[config.mk]
export PLATFORM = sky130hd
export DESIGN_NAME = rs232_tx_gen
export DESIGN_NICKNAME = d
export VERILOG_FILES = /design/src/rtl/rs232_tx_gen.sv
export SDC_FILE = /design/constraint.sdc
export NUM_CORES = 1
export LEC_CHECK = 0
export BUFFER_PORTS_ARGS = -buffer_cell sky130_fd_sc_hd__buf_2
export CORE_MARGIN = 3
export CORE_UTILIZATION = 45
export CTS_CLUSTER_DIAMETER = 60
export DETAILED_ROUTE_END_ITERATION = 10
export GPL_ROUTABILITY_DRIVEN = 0
export PLACE_DENSITY = 0.63
export SYNTH_ARGS = -nofsm -noshare
export SYNTH_HDL_FRONTEND = slang
export SYNTH_SLANG_ARGS = --single-unit
[constraint.sdc]
create_clock -name clk -period 2.8 [get_ports clk]
set_input_delay 0.28 -clock clk [delete_from_list [all_inputs] [get_ports clk]]
set_output_delay 0.28 -clock clk [all_outputs]
set_load 0.01 [all_outputs]
[src/rtl/rs232_tx_gen.sv]
// rtl/rs232_tx_gen.sv - FIFO-fed asynchronous 8-bit serial transmitter (start, 8 data LSB first, optional parity, stop)
module rs232_tx_gen #(
    parameter int CLK_DIV = 434,
    parameter int FIFO_AW = 3,
    parameter int PARITY  = 0
) (
    input  logic               clk,
    input  logic               reset,
    input  logic               wr_valid,
    input  logic [7:0]         wr_data,
    output logic               wr_ready,
    output logic               tx,
    output logic               busy,
    output logic [FIFO_AW:0]   fifo_count
);

    localparam int DEPTH = 1 << FIFO_AW;
    localparam int BW    = (CLK_DIV > 2) ? $clog2(CLK_DIV) : 1;

    localparam logic [BW-1:0]      BAUD_LAST = BW'(CLK_DIV - 1);
    localparam logic [BW-1:0]      BAUD_ONE  = BW'(1);
    localparam logic [FIFO_AW:0]   CNT_FULL  = (FIFO_AW + 1)'(DEPTH);
    localparam logic [FIFO_AW:0]   CNT_ONE   = (FIFO_AW + 1)'(1);
    localparam logic [FIFO_AW-1:0] PTR_ONE   = FIFO_AW'(1);

    typedef enum logic [2:0] {
        S_IDLE,
        S_START,
        S_DATA,
        S_PAR,
        S_STOP
    } state_t;

    logic [7:0]         fifo_mem [DEPTH];
    logic [FIFO_AW-1:0] wr_ptr_q, wr_ptr_d;
    logic [FIFO_AW-1:0] rd_ptr_q, rd_ptr_d;
    logic [FIFO_AW:0]   count_q, count_d;

    state_t             state_q, state_d;
    logic [BW-1:0]      baud_q, baud_d;
    logic [2:0]         bit_q, bit_d;
    logic [7:0]         shift_q, shift_d;
    logic               par_q, par_d;
    logic               tx_q, tx_d;

    logic               push;
    logic               pop;
    logic               baud_tick;
    logic [7:0]         head;

    assign wr_ready   = (count_q != CNT_FULL);
    assign push       = wr_valid & wr_ready;
    assign head       = fifo_mem[rd_ptr_q];
    assign baud_tick  = (baud_q == BAUD_LAST);
    assign tx         = tx_q;
    assign busy       = (state_q != S_IDLE) | (count_q != '0);
    assign fifo_count = count_q;

    // Storage array carries no reset; only the pointers and count define validity.
    always_ff @(posedge clk) begin
        if (push) begin
            fifo_mem[wr_ptr_q] <= wr_data;
        end
    end

    always_comb begin
        state_d = state_q;
        baud_d  = baud_q;
        bit_d   = bit_q;
        shift_d = shift_q;
        par_d   = par_q;
        tx_d    = tx_q;
        pop     = 1'b0;

        if (state_q != S_IDLE) begin
            baud_d = baud_tick ? '0 : baud_q + BAUD_ONE;
        end

        case (state_q)
            S_IDLE: begin
                tx_d = 1'b1;
                if (count_q != '0) begin
                    pop = 1'b1;
                end
            end
            S_START: begin
                if (baud_tick) begin
                    state_d = S_DATA;
                    bit_d   = 3'd0;
                    tx_d    = shift_q[0];
                    shift_d = {1'b0, shift_q[7:1]};
                end
            end
            S_DATA: begin
                if (baud_tick) begin
                    if (bit_q == 3'd7) begin
                        if (PARITY != 0) begin
                            state_d = S_PAR;
                            tx_d    = par_q;
                        end else begin
                            state_d = S_STOP;
                            tx_d    = 1'b1;
                        end
                    end else begin
                        bit_d   = bit_q + 3'd1;
                        tx_d    = shift_q[0];
                        shift_d = {1'b0, shift_q[7:1]};
                    end
                end
            end
            S_PAR: begin
                if (baud_tick) begin
                    state_d = S_STOP;
                    tx_d    = 1'b1;
                end
            end
            S_STOP: begin
                if (baud_tick) begin
                    if (count_q != '0) begin
                        pop = 1'b1;
                    end else begin
                        state_d = S_IDLE;
                        tx_d    = 1'b1;
                    end
                end
            end
            default: begin
                state_d = S_IDLE;
                tx_d    = 1'b1;
            end
        endcase

        // Loading a new frame is shared by the idle start and the back-to-back stop-end path.
        if (pop) begin
            state_d = S_START;
            baud_d  = '0;
            bit_d   = 3'd0;
            shift_d = head;
            par_d   = (PARITY == 2) ? ~(^head) : (^head);
            tx_d    = 1'b0;
        end
    end

    always_comb begin
        wr_ptr_d = wr_ptr_q;
        rd_ptr_d = rd_ptr_q;
        count_d  = count_q;
        if (push) begin
            wr_ptr_d = wr_ptr_q + PTR_ONE;
        end
        if (pop) begin
            rd_ptr_d = rd_ptr_q + PTR_ONE;
        end
        if (push && !pop) begin
            count_d = count_q + CNT_ONE;
        end else if (pop && !push) begin
            count_d = count_q - CNT_ONE;
        end
    end

    always_ff @(posedge clk) begin
        if (reset) begin
            state_q  <= S_IDLE;
            baud_q   <= '0;
            bit_q    <= 3'd0;
            shift_q  <= 8'h00;
            par_q    <= 1'b0;
            tx_q     <= 1'b1;
            wr_ptr_q <= '0;
            rd_ptr_q <= '0;
            count_q  <= '0;
        end else begin
            state_q  <= state_d;
            baud_q   <= baud_d;
            bit_q    <= bit_d;
            shift_q  <= shift_d;
            par_q    <= par_d;
            tx_q     <= tx_d;
            wr_ptr_q <= wr_ptr_d;
            rd_ptr_q <= rd_ptr_d;
            count_q  <= count_d;
        end
    end

endmodule

==> impl_metrics.yaml <==
cells_and_area:
  area_growth_pct: 12.0
  fin_nets: 374
  drive_gt1_frac: 0.240
  n_antenna_cell: 0
  design_area_mm2: 0.00494
  multi_input_area_mm2: 0.00163
  seq_area_mm2: 0.00267
  fillers: 822
die:
  rows: 35
  die_h_um: 105
  core_area_mm2: 0.00937
  io_pins: 18
  fp.dieArea_mm2: 0.0110
  die_w_um: 105
  start_util: 0.471
pwr:
  cellLeakagePower_nw: 1.74
  ir_drop_uv: 404
  p_per_area_mw_per_mm2: 817
clock_network:
  cts_buffers: 9
  worst_skew_pair.late_latency_ns: 0.37
  cts_root_buffer: "clkbuf_8"
  cts.clk_slew.worst_paths_ns: 0.12
  cts_tree: "yes"
  clk_path_buf_depth: 2
  cts-hold-fix-buffers: 0
  cts_sinks: 101
  h-tree-depth: 3
  post_cts_buffers: 0
  post_cts_resized: 0
synthesis:
  synth_fp_nets: 340
  ys_seq_area_frac: 0.603
  ys_types: 56
  postSynthCellCount: 319
  syn_area_mm2: 0.00442
  ys.flop_type: "edfxtp_1"
  synthArstFlopShare: 0
  yosys_warnings: 0
  ys_ff_latch: 101
  synth-edff-count: 64
  synth_area_per_cell_um2: 13.8
detailed_routing:
  highest_layer: "met4"
  vias: 2685
  first_pass_iters: 5
  met3RoutedLength_um: 252
  vias_per_cell: 5.51
  routedWlPerCell_um: 17.5
  drtIter0Drc: 91
  met1_length_um: 3950
  ant_nets: 0
  dr_wl_met2_um: 4180
  drc: 0
  wirelength_um: 8510
global_route:
  overflow: 0
  antenna_found_initial: 0
  track_usage: 0.162
  grt_max_degree: 26
  grt_pass1_wl_um: 14000
  grt_pass1_vias: 2706
timing:
  clock_skew_ns: 0.0190
  tns_ns: 0
  hold_viol: 0
  slew_viol_final: 0
  rsz0062_at_grt: "no"
  setup_slack_ns: 0.193
  tightestPinTransition_ns: 0.779
  period_share: 0.931
  finalSetupViolCount: 0
  slew_headroom: 0.475
  fmax_mhz: 384
  min_period_ns: 2.61
  timing.hold.ws_ns: 0.164
critical_path:
  crit_required_ns: 3.06
  critPathKind: "register to register"
  cp-end-kind: "register"
  critPathBufInv: 2
  path_depth: 12
  reg2reg_depth: 12
  crit_family: "adder cells"
  path_common_cell: "ha_1"
  crit_path_top_delay_cell: "dfxtp_1"
  cp-start-kind: "register"
  cp.arrival_ns: 2.87
  crit_chain: "ha_1 > and4_1 > a21oi_2 > nor2_2 > inv_1 > ha_1 > inv_2 > ha_1 > a21o_1 > a21oi_2 > mux2i_1 > mux2_2"
  critPathMaxFanout: 5
  slowest_delay_ns: 0.42
min_path:
  hp-class: "primary input to register"
  holdPathStages: 1
outcome:
  outcome: "complete, no violations"
placement:
  hpwl_um: 5460
  io_buffers: 17
  preCtsSetupSlack_ns: 0.0790
  dpl_cell_area_mm2: 0.00473
flow_run:
  cap_violations: 0
-- cells in the mapped netlist (all sizes together), types with 8 or more instances --
cell type	instances	share of area
a21oi	15	0.017
a221oi	8	0.016
buf	9	0.017
clkbuf	8	0.012
dfxtp	37	0.17
edfxtp	64	0.44
ha	9	0.026
mux2i	9	0.020
mux4	16	0.087
nand2	11	0.0099
nor2	27	0.024
nor3	8	0.0091
o21ai	18	0.021
xor2	8	0.016
-- worst reg2reg max path, delay by kind of cell, from the launching register on --
family                     cells  cell delay [ns]
AOI/OAI and AO/OA              3             0.42
adders and majority gates      3             0.60
buffers and inverters          2             0.14
DFF                            1             0.42
muxes                          2             0.55
and+or+nand+nor                2             0.36
-- flip-flops by register name, summed over array words and instances, names as in the netlist, named ones only --
name,flops
state_q,3
wr_ptr_q,3
fifo_mem,64
shift_q,8
baud_q,9
tx,1
bit_q,3
fifo_count,4
rd_ptr_q,3
-- final timing paths --
kind                            slack (ns)        from             end
worst min register to register        0.49    bit_q[1]        bit_q[1]
worst max register to register        0.19   baud_q[0]   fifo_count[3]
worst min-delay path                  0.16  wr_data[2]  fifo_mem[2][2]
worst max-delay path                  0.19   baud_q[0]   fifo_count[3]
-- kinds of logic after synthesis --
logic type	count (synthesis)	share of synthesized area
and+or+nand+nor	82	0.0969
DFF	101	0.603
buffers and inverters	24	0.0346
muxes	29	0.117
xor gates and xnor gates	11	0.0218
adders and majority gates	10	0.0300
AOI/OAI and AO/OA	62	0.0963
-- per-stage QoR --
step | instances | power, W | util
after floorplan | 319 | 0.00281 | -
after global placement | 471 | 0.00312 | 0.504
after detailed placement | 471 | 0.00314 | 0.504
after CTS | 487 | 0.00408 | 0.527
after global routing | 487 | 0.00429 | 0.528
final | 487 | 0.00404 | 0.528
-- area by class of cell --
cell class / instances / area share
flip-flops and latches: 101 / 0.539
multi-input cells: 194 / 0.329
repair buffers: 40 / 0.0521
well taps: 129 / 0.0326
clock buffers: 9 / 0.0251
clock inverters: 7 / 0.0170
inverters: 7 / 0.00531
-- cells in the final DEF (no fill, tap or decap), types with 10 or more instances in the layout --
| cell type | instances |
|---|---|
| edfxtp_1 | 64 |
| nor2_1 | 26 |
| buf_2 | 17 |
| a21oi_1 | 13 |
| buf_4 | 23 |
| mux4_2 | 10 |
| dfxtp_1 | 34 |
| o21ai_0 | 16 |
-- per-layer routing --
| layer | GRT usage | vias to the layer above |
|---|---|---|
| met5 | 0 | - |
| met2 | 0.272 | 39 |
| met1 | 0.208 | 1314 |
| met4 | 0.0478 | 0 |
| li1 | - | 1324 |
| met3 | 0.0414 | 8 |
-- power by group --
group / switching, W / internal (W)
clock: 0.000575 / 0.000360
combinational: 0.000647 / 0.000577
sequential: 0.000121 / 0.00176
Power figures use the tool's default switching activity.
